`config.mk`:
```
export PLATFORM = sky130hd
export DESIGN_NAME = motor_feedback_parser
export DESIGN_NICKNAME = d
export VERILOG_FILES = /design/src/rtl/ascii_inst_pkg.sv /design/src/rtl/motor_fb_pkg.sv /design/src/rtl/ascii_decimal_accum.sv /design/src/rtl/motor_feedback_parser.sv
export SDC_FILE = /design/constraint.sdc
export NUM_CORES = 1
export LEC_CHECK = 0
export ABC_CLOCK_PERIOD_IN_PS = 15200
export CELL_PAD_IN_SITES_DETAIL_PLACEMENT = 1
export CELL_PAD_IN_SITES_GLOBAL_PLACEMENT = 1
export CORE_MARGIN = 2
export CORE_UTILIZATION = 55
export CTS_CLUSTER_DIAMETER = 120
export DETAILED_ROUTE_END_ITERATION = 10
export DONT_BUFFER_PORTS = 1
export PLACE_DENSITY = 0.87
export SETUP_SLACK_MARGIN = 0.15
export SLEW_MARGIN = 20
export SYNTH_ARGS = -nofsm -noshare
export SYNTH_HDL_FRONTEND = slang
export SYNTH_SLANG_ARGS = --single-unit
export TNS_END_PERCENT = 100
```
`constraint.sdc`:
```
create_clock -name clk -period 15.2 [get_ports clk]
set_clock_uncertainty 0.2 [all_clocks]
set_input_delay 3.04 -clock clk [delete_from_list [all_inputs] [get_ports clk]]
set_output_delay 3.04 -clock clk [all_outputs]
set_load 0.005 [all_outputs]
```
`src/rtl/ascii_inst_pkg.sv`:
```
// Shared ASCII character constants for the UART text protocols.
package ascii_inst_pkg;
  localparam logic [7:0] _OPEN_BRACE   = 8'h7B;
  localparam logic [7:0] _CLOSE_BRACE  = 8'h7D;
  localparam logic [7:0] _DOUBLE_QUOTE = 8'h22;
  localparam logic [7:0] _COLON        = 8'h3A;
  localparam logic [7:0] _COMMA        = 8'h2C;
  localparam logic [7:0] _PERIOD       = 8'h2E;
  localparam logic [7:0] _MINUS        = 8'h2D;
  localparam logic [7:0] _LINE_FEED    = 8'h0A;
  localparam logic [7:0] _DIGIT_0      = 8'h30;
  localparam logic [7:0] _DIGIT_9      = 8'h39;
endpackage

```
`src/rtl/motor_fb_pkg.sv`:
```
// Types and constants for the motor feedback JSON parser.
package motor_fb_pkg;
  typedef enum logic [3:0] {
    IDLE, KEY_OPEN, KEY_CHAR, KEY_CLOSE, COLON, VAL_SIGN,
    VAL_INT, VAL_FRAC, SKIP_VAL, WAIT_LF, DISCARD
  } state_e;

  typedef enum logic [1:0] {KEY_T, KEY_L, KEY_R, KEY_OTHER} key_e;

  localparam logic [7:0] _CARRIAGE_RETURN = 8'h0D;
  localparam logic [7:0] CHR_T = 8'h54;
  localparam logic [7:0] CHR_L = 8'h4C;
  localparam logic [7:0] CHR_R = 8'h52;

  function automatic key_e key_of(input logic [7:0] c);
    case (c)
      CHR_T:   key_of = KEY_T;
      CHR_L:   key_of = KEY_L;
      CHR_R:   key_of = KEY_R;
      default: key_of = KEY_OTHER;
    endcase
  endfunction
endpackage

```
`src/rtl/ascii_decimal_accum.sv`:
```
// Decimal digit accumulator with fraction truncation/padding, overflow
// detection and sign application; value/overflow are combinational views.
module ascii_decimal_accum #(
  parameter int VAL_W       = 16,
  parameter int FRAC_DIGITS = 2
) (
  input  logic             clk,
  input  logic             rst_n,
  input  logic             clear_i,
  input  logic             digit_i,
  input  logic [3:0]       digit_val_i,
  input  logic             point_i,
  input  logic             finish_i,
  input  logic             neg_i,
  input  logic             pad_en_i,
  output logic [VAL_W-1:0] value_o,
  output logic             overflow_o
);
  localparam int ACC_W = VAL_W + 4;
  localparam int FC_W  = $clog2(FRAC_DIGITS + 2);
  localparam logic [ACC_W-1:0] MAX_MAG = ACC_W'((64'd1 << (VAL_W - 1)) - 64'd1);

  logic [ACC_W-1:0] acc_q;
  logic [FC_W-1:0]  frac_q;
  logic             point_q;

  logic [ACC_W-1:0] step_d;
  logic [ACC_W-1:0] padded_d;
  logic [VAL_W-1:0] mag_d;
  logic             frac_full_d;
  logic             pad_ovf_d;

  always_comb begin
    step_d      = acc_q * ACC_W'(10) + ACC_W'(digit_val_i);
    frac_full_d = point_q && (frac_q == FC_W'(FRAC_DIGITS));
    padded_d    = acc_q;
    pad_ovf_d   = 1'b0;
    // Clamp after each *10 so the working width stays bounded.
    for (int i = 0; i < FRAC_DIGITS; i++) begin
      if (pad_en_i && (i >= int'(frac_q))) begin
        padded_d = padded_d * ACC_W'(10);
        if (padded_d > MAX_MAG) begin
          pad_ovf_d = 1'b1;
          padded_d  = MAX_MAG;
        end
      end
    end
    mag_d      = padded_d[VAL_W-1:0];
    value_o    = neg_i ? -mag_d : mag_d;
    overflow_o = (digit_i && !frac_full_d && (step_d > MAX_MAG)) ||
                 (finish_i && pad_ovf_d);
  end

  always_ff @(posedge clk or negedge rst_n) begin
    if (!rst_n) begin
      acc_q   <= '0;
      frac_q  <= '0;
      point_q <= 1'b0;
    end else if (clear_i) begin
      acc_q   <= '0;
      frac_q  <= '0;
      point_q <= 1'b0;
    end else if (digit_i) begin
      if (!frac_full_d) begin
        acc_q <= step_d;
        if (point_q) frac_q <= frac_q + 1'b1;
      end
    end else if (point_i) begin
      point_q <= 1'b1;
    end
  end
endmodule

```
`src/rtl/motor_feedback_parser.sv`:
```
// Parses {"T":<int>,"L":<dec>,"R":<dec>,...}\n frames from UART RX into fixed-point results.
// Optional type filter: define MOTOR_FB_TYPE_FILTER_EN to drop frames whose T != EXPECT_T.
module motor_feedback_parser
  import ascii_inst_pkg::*;
  import motor_fb_pkg::*;
#(
  parameter int VAL_W       = 16,
  parameter int FRAC_DIGITS = 2,
  parameter int MAX_FRAME   = 64,
  parameter int EXPECT_T    = 1001
) (
  input  logic             clk,
  input  logic             reset,
  input  logic             uart_rx_valid,
  input  logic [7:0]       uart_rx_data,
  output logic             uart_rx_ready,
  output logic             fb_valid,
  input  logic             fb_ready,
  output logic [VAL_W-1:0] fb_type,
  output logic [VAL_W-1:0] fb_left,
  output logic [VAL_W-1:0] fb_right,
  output logic             fb_overrun,
  output logic             frame_error
);
`ifdef MOTOR_FB_TYPE_FILTER_EN
  localparam bit TYPE_FILTER = 1'b1;
`else
  localparam bit TYPE_FILTER = 1'b0;
`endif
  localparam int CNT_W = $clog2(MAX_FRAME + 1);

  state_e           state_q;
  key_e             key_q;
  logic             rx_ready_q, neg_q, has_digit_q;
  logic             seen_t_q, seen_l_q, seen_r_q;
  logic [CNT_W-1:0] cnt_q;
  logic [VAL_W-1:0] t_q, l_q, r_q;
  logic [VAL_W-1:0] fb_type_q, fb_left_q, fb_right_q;
  logic             fb_valid_q, fb_overrun_q, frame_error_q;

  logic             take, is_digit, is_term, is_point_ok, byte_bad, type_ok;
  logic             acc_clear, acc_digit, acc_point, acc_finish, acc_ovf;
  logic [VAL_W-1:0] acc_val;
  state_e           err_next_d;

  always_comb begin
    take        = uart_rx_valid && rx_ready_q;
    is_digit    = (uart_rx_data >= _DIGIT_0) && (uart_rx_data <= _DIGIT_9);
    is_term     = (uart_rx_data == _COMMA) || (uart_rx_data == _CLOSE_BRACE);
    is_point_ok = (uart_rx_data == _PERIOD) && (key_q != KEY_T);
    acc_clear   = take && (state_q == COLON);
    acc_digit   = take && is_digit &&
                  ((state_q == VAL_SIGN) || (state_q == VAL_INT) || (state_q == VAL_FRAC));
    acc_point   = take && is_point_ok && ((state_q == VAL_SIGN) || (state_q == VAL_INT));
    acc_finish  = take && is_term && ((state_q == VAL_INT) || (state_q == VAL_FRAC));
    type_ok     = !TYPE_FILTER || (t_q == VAL_W'(EXPECT_T));
    // An error on the '\n' itself already ends the frame, so skip DISCARD.
    err_next_d  = (uart_rx_data == _LINE_FEED) ? IDLE : DISCARD;
    byte_bad    = 1'b0;
    case (state_q)
      KEY_OPEN: byte_bad = (uart_rx_data != _DOUBLE_QUOTE);
      KEY_CHAR: byte_bad = (uart_rx_data == _DOUBLE_QUOTE);
      COLON:    byte_bad = (uart_rx_data != _COLON);
      VAL_SIGN: byte_bad = !((uart_rx_data == _MINUS) || is_digit || is_point_ok) || acc_ovf;
      VAL_INT:  byte_bad = !(is_digit || is_term || is_point_ok) || acc_ovf ||
                           (is_term && !has_digit_q);
      VAL_FRAC: byte_bad = !(is_digit || is_term) || acc_ovf || (is_term && !has_digit_q);
      WAIT_LF:  byte_bad = !((uart_rx_data == _LINE_FEED) ||
                             (uart_rx_data == _CARRIAGE_RETURN));
      default:  byte_bad = 1'b0;
    endcase
    if (cnt_q == CNT_W'(MAX_FRAME)) byte_bad = 1'b1;
  end

  ascii_decimal_accum #(.VAL_W(VAL_W), .FRAC_DIGITS(FRAC_DIGITS)) u_accum (
    .clk        (clk),
    .rst_n      (reset),
    .clear_i    (acc_clear),
    .digit_i    (acc_digit),
    .digit_val_i(uart_rx_data[3:0]),
    .point_i    (acc_point),
    .finish_i   (acc_finish),
    .neg_i      (neg_q),
    .pad_en_i   (key_q != KEY_T),
    .value_o    (acc_val),
    .overflow_o (acc_ovf)
  );

  always_ff @(posedge clk or negedge reset) begin
    if (!reset) begin
      state_q <= IDLE;          key_q <= KEY_OTHER;
      rx_ready_q <= 1'b0;       neg_q <= 1'b0;        has_digit_q <= 1'b0;
      seen_t_q <= 1'b0;         seen_l_q <= 1'b0;     seen_r_q <= 1'b0;
      cnt_q <= '0;              t_q <= '0;            l_q <= '0;      r_q <= '0;
      fb_type_q <= '0;          fb_left_q <= '0;      fb_right_q <= '0;
      fb_valid_q <= 1'b0;       fb_overrun_q <= 1'b0; frame_error_q <= 1'b0;
    end else begin
      rx_ready_q    <= 1'b1;
      frame_error_q <= 1'b0;
      fb_overrun_q  <= 1'b0;
      if (fb_valid_q && fb_ready) fb_valid_q <= 1'b0;
      if (take) begin
        if (uart_rx_data == _OPEN_BRACE) begin
          // A '{' inside a live frame aborts it; inside DISCARD it was already reported.
          frame_error_q <= (state_q != IDLE) && (state_q != DISCARD);
          state_q  <= KEY_OPEN;
          cnt_q    <= CNT_W'(1);
          seen_t_q <= 1'b0;
          seen_l_q <= 1'b0;
          seen_r_q <= 1'b0;
        end else if (state_q == IDLE) begin
          state_q <= IDLE;
        end else if (state_q == DISCARD) begin
          if (uart_rx_data == _LINE_FEED) state_q <= IDLE;
        end else if (byte_bad) begin
          frame_error_q <= 1'b1;
          state_q       <= err_next_d;
        end else begin
          cnt_q <= cnt_q + 1'b1;
          case (state_q)
            KEY_OPEN: state_q <= KEY_CHAR;
            KEY_CHAR: begin
              key_q   <= key_of(uart_rx_data);
              state_q <= KEY_CLOSE;
            end
            KEY_CLOSE: begin
              if (uart_rx_data == _DOUBLE_QUOTE) state_q <= COLON;
              else key_q <= KEY_OTHER;
            end
            COLON: begin
              neg_q       <= 1'b0;
              has_digit_q <= 1'b0;
              state_q     <= (key_q == KEY_OTHER) ? SKIP_VAL : VAL_SIGN;
            end
            VAL_SIGN, VAL_INT, VAL_FRAC: begin
              if (uart_rx_data == _MINUS) begin
                neg_q   <= 1'b1;
                state_q <= VAL_INT;
              end else if (is_digit) begin
                has_digit_q <= 1'b1;
                if (state_q == VAL_SIGN) state_q <= VAL_INT;
              end else if (uart_rx_data == _PERIOD) begin
                state_q <= VAL_FRAC;
              end else begin
                case (key_q)
                  KEY_T:   begin t_q <= acc_val; seen_t_q <= 1'b1; end
                  KEY_L:   begin l_q <= acc_val; seen_l_q <= 1'b1; end
                  KEY_R:   begin r_q <= acc_val; seen_r_q <= 1'b1; end
                  default: ;
                endcase
                state_q <= (uart_rx_data == _COMMA) ? KEY_OPEN : WAIT_LF;
              end
            end
            SKIP_VAL: begin
              if (uart_rx_data == _COMMA) state_q <= KEY_OPEN;
              else if (uart_rx_data == _CLOSE_BRACE) state_q <= WAIT_LF;
            end
            WAIT_LF: begin
              if (uart_rx_data == _LINE_FEED) begin
                state_q <= IDLE;
                if (seen_t_q && seen_l_q && seen_r_q) begin
                  if (type_ok) begin
                    fb_type_q    <= t_q;
                    fb_left_q    <= l_q;
                    fb_right_q   <= r_q;
                    fb_valid_q   <= 1'b1;
                    fb_overrun_q <= fb_valid_q && !fb_ready;
                  end
                end else begin
                  frame_error_q <= 1'b1;
                end
              end
            end
            default: state_q <= IDLE;
          endcase
        end
      end
    end
  end

  assign uart_rx_ready = rx_ready_q;
  assign fb_valid      = fb_valid_q;
  assign fb_type       = fb_type_q;
  assign fb_left       = fb_left_q;
  assign fb_right      = fb_right_q;
  assign fb_overrun    = fb_overrun_q;
  assign frame_error   = frame_error_q;
endmodule

```
==> impl_metrics.toml <==
[outcome]
outcome = "finished clean"

[sta]
slew_viol_final = 0
slew_headroom_pct = 30.7
hold_viol = 0
worst_pin_slew_ns = 1.03
min_period_over_period_pct = 65.1
setup_viol = 0
tns_ns = 0
layout_min_cycle_time_ns = 9.90
rsz0062_at_grt = "no"
fmax_ghz = 0.101

[synthesis]
synth_cell_types = 88
yosys_warnings = 0
syn_area_um2 = 9810
synth.yosys.seq_area_share_pct = 35.7
async_reset_ff_share_pct = 100
synthFlopType = "dfrtp_1"
synth_fp_nets = 1089
ys_seq_elements = 140
synthCells = 1007
syn_avg_cell_area_um2 = 9.74
synth_enable_flop_cells = 0

[layout]
nets = 1067
final_common_cell = "dfrtp_1"
fillers = 1883
syn_to_final_growth_pct = 7.63
drive_above_1_share_pct = 16.2
final_cell_mix = "dfrtp_1 (138), mux2_2 (91), nor2_1 (90)"
insertedDiodeCount = 0
multi_input_area_um2 = 5990
final-seq-area_um2 = 3510

[power]
ir_drop_v = 0.000111
pwr-share-seq_pct = 28.9
swShare_pct = 46.6
p_switching_uw = 815
power_frac_comb_pct = 45.8
power_uw = 1750
clkPwrFrac_pct = 25.3
powerDensity_nw_per_um2 = 166
leakage_uw = 0.00501
intPower_uw = 934

[worst_setup_path]
cp-startpoint = "u_accum.acc_q[1]$_DFFE_PN0P_"
end_kind = "flop"
criticalPathCategory = "reg2reg"
r2r-start = "u_accum.acc_q[1]$_DFFE_PN0P_"
crit_arrival_ns = 10.04
crit_path_start_kind = "flop"
required_ns = 15.33
cp_max_fo = 9

[grt]
grt_max_degree = 141
grt-ovfl-total = 0
grt_pass1_wl_mm = 51.0
grt_pass1_vias = 8903
antenna_found_initial = 0
track_usage_pct = 36.0

[routing]
drc_errors = 0
vias = 8670
ant_nets = 0
viasPerCell = 7.09
drt_iter0_drc = 810
firstDrtPassIters = 5
post_drt_wl_per_cell_um = 26.7
drt-total-wl_mm = 32.6

[clock_network]
post_cts_buffers = 0
cts_resized = 0
cts_tree = "yes"
h-tree-depth = 4
postCtsHoldBufs = 0
root_buffer = "clkbuf_16"
clock_sinks = 140
numCtsBuffers = 17
insertion_delay_ns = 0.45
clk_path_buf_depth = 2
clk_pin_slew_ns = 0.07

[placement]
io_buffers = 0
dp_hpwl_mm = 22.2
globalplace.congestion = 0.951

[min_path]
hold_class = "reg2reg"
hold_start = "t_q[13]$_DFFE_PN0P_"

[floorplanning]
die_area_um2 = 18900
coreArea_um2 = 17400
die_h_um = 138
die_w_um = 138
row_count = 48
io_pins = 64
start_util_pct = 56.5

[job]
drv_cap = 0
-- metrics by stage --
step | cell area, um^2 | hold slack (ns) | util (%) | std cells | worst slack (ns)
2_1_floorplan | 9810 | 0.244 | - | 1007 | 7.81
3_3_place_gp | 9930 | 0.255 | 57.2 | 1191 | 6.42
3_5_place_dp | 9930 | 0.272 | 57.2 | 1191 | 6.17
4_1_cts | 10600 | 0.299 | 60.8 | 1223 | 5.74
5_1_grt | 10600 | 0.312 | 60.8 | 1223 | 5.07
6_report | 10600 | 0.307 | 60.8 | 1223 | 5.30
-- final timing paths --
kind                                                  to  slack, ns  cells after the start
min in group asynchronous  u_accum.acc_q[15]$_DFFE_PN0P_       2.08                      0
max reg2reg                          r_q[14]$_DFFE_PN0P_       5.30                     26
max in group asynchronous           cnt_q[1]$_DFFE_PN0P_      12.50                      0
min                              fb_type[13]$_DFFE_PN0P_       0.31                      1
min reg2reg                      fb_type[13]$_DFFE_PN0P_       0.31                      1
max                                  r_q[14]$_DFFE_PN0P_       5.30                     26
-- state kept, by name, indices dropped and copies added, names as in the netlist, 2 cells and up --
| signal | count |
|---|---|
| cnt_q | 7 |
| fb_left | 16 |
| fb_right | 16 |
| fb_type | 16 |
| key_q | 2 |
| l_q | 16 |
| r_q | 16 |
| state_q | 4 |
| t_q | 16 |
| u_accum.acc_q | 19 |
| u_accum.frac_q | 2 |
-- power groups by stage --
stage | Sequential [uW] | Clock, uW | Combinational, uW
final | 505 | 443 | 800
after global routing | 511 | 461 | 847
after CTS | 501 | 448 | 765
after detailed placement | 504 | 0 | 723
after global placement | 496 | 0 | 688
after floorplan | 463 | 0 | 536
-- metal layers --
layer,share of wire [%],track usage (%),vias to the layer above
li1,-,-,3713
met1,40,43.8,4354
met2,48,58.7,454
met3,7.2,7.87,149
met4,5.6,20.7,0
met5,0,0,-
-- cells by family (layout without fill, tap and decap cells) --
kind of cell | after synthesis | after routing | synth area share, %
compound gates | 249 | 249 | 18.1
xor+xnor | 61 | 61 | 5.45
fa+ha+maj | 71 | 71 | 9.26
buf+inv | 79 | 70 | 3.35
flops | 140 | 140 | 35.7
mux | 103 | 103 | 11.8
other cells | 1 | 1 | 0.0382
simple gates | 303 | 303 | 16.3
-- final cells by class --
cell class,instances,share of cell area [%]
Tap cell,225,2.67
Sequential cell,140,33.2
Inverter,33,1.17
Timing Repair Buffer,5,0.355
Multi-Input combinational cell,788,56.7
Clock inverter,15,1.90
Clock buffer,17,4.03
-- synthesized netlist by cell type, types with 9 or more instances --
library cell / instances / area share, %
a21oi_1: 54 / 2.8
a31oi_1: 14 / 0.89
and3_1: 9 / 0.57
clkbuf_1: 31 / 1.2
dfrtp_1: 138 / 35
ha_1: 67 / 8.5
inv_1: 33 / 1.3
mux2_2: 91 / 10
nand2_1: 49 / 1.9
nand3_1: 51 / 2.6
nand4_1: 9 / 0.57
nor2_1: 90 / 3.4
nor3_1: 14 / 0.71
o21a_1: 10 / 0.77
o21ai_0: 47 / 2.4
o22ai_1: 11 / 0.70
or3_1: 10 / 0.64
xnor2_1: 37 / 3.3
xor2_1: 24 / 2.1
-- critical path, cell delays in order, from the launching register on --
cell      delay [ns]
dfrtp_1         0.55
ha_1            0.38
ha_1            0.17
inv_1           0.07
fa_1            0.40
and2b_1         0.27
o221ai_2        0.16
a211oi_1        0.52
mux2_2          0.42
o22a_1          0.26
and4_1          0.36
a31oi_1         0.37
ha_1            0.31
ha_1            0.34
a211oi_1        0.51
o21ai_0         0.29
a41oi_1         0.41
xnor2_1         0.18
a311oi_2        0.67
nand3_1         0.52
o221ai_2        0.47
ha_1            0.29
o21ai_0         0.19
nand4b_1        0.41
o41ai_2         0.49
xnor2_1         0.22
mux2_2          0.32
Power figures use the tool's default switching activity.
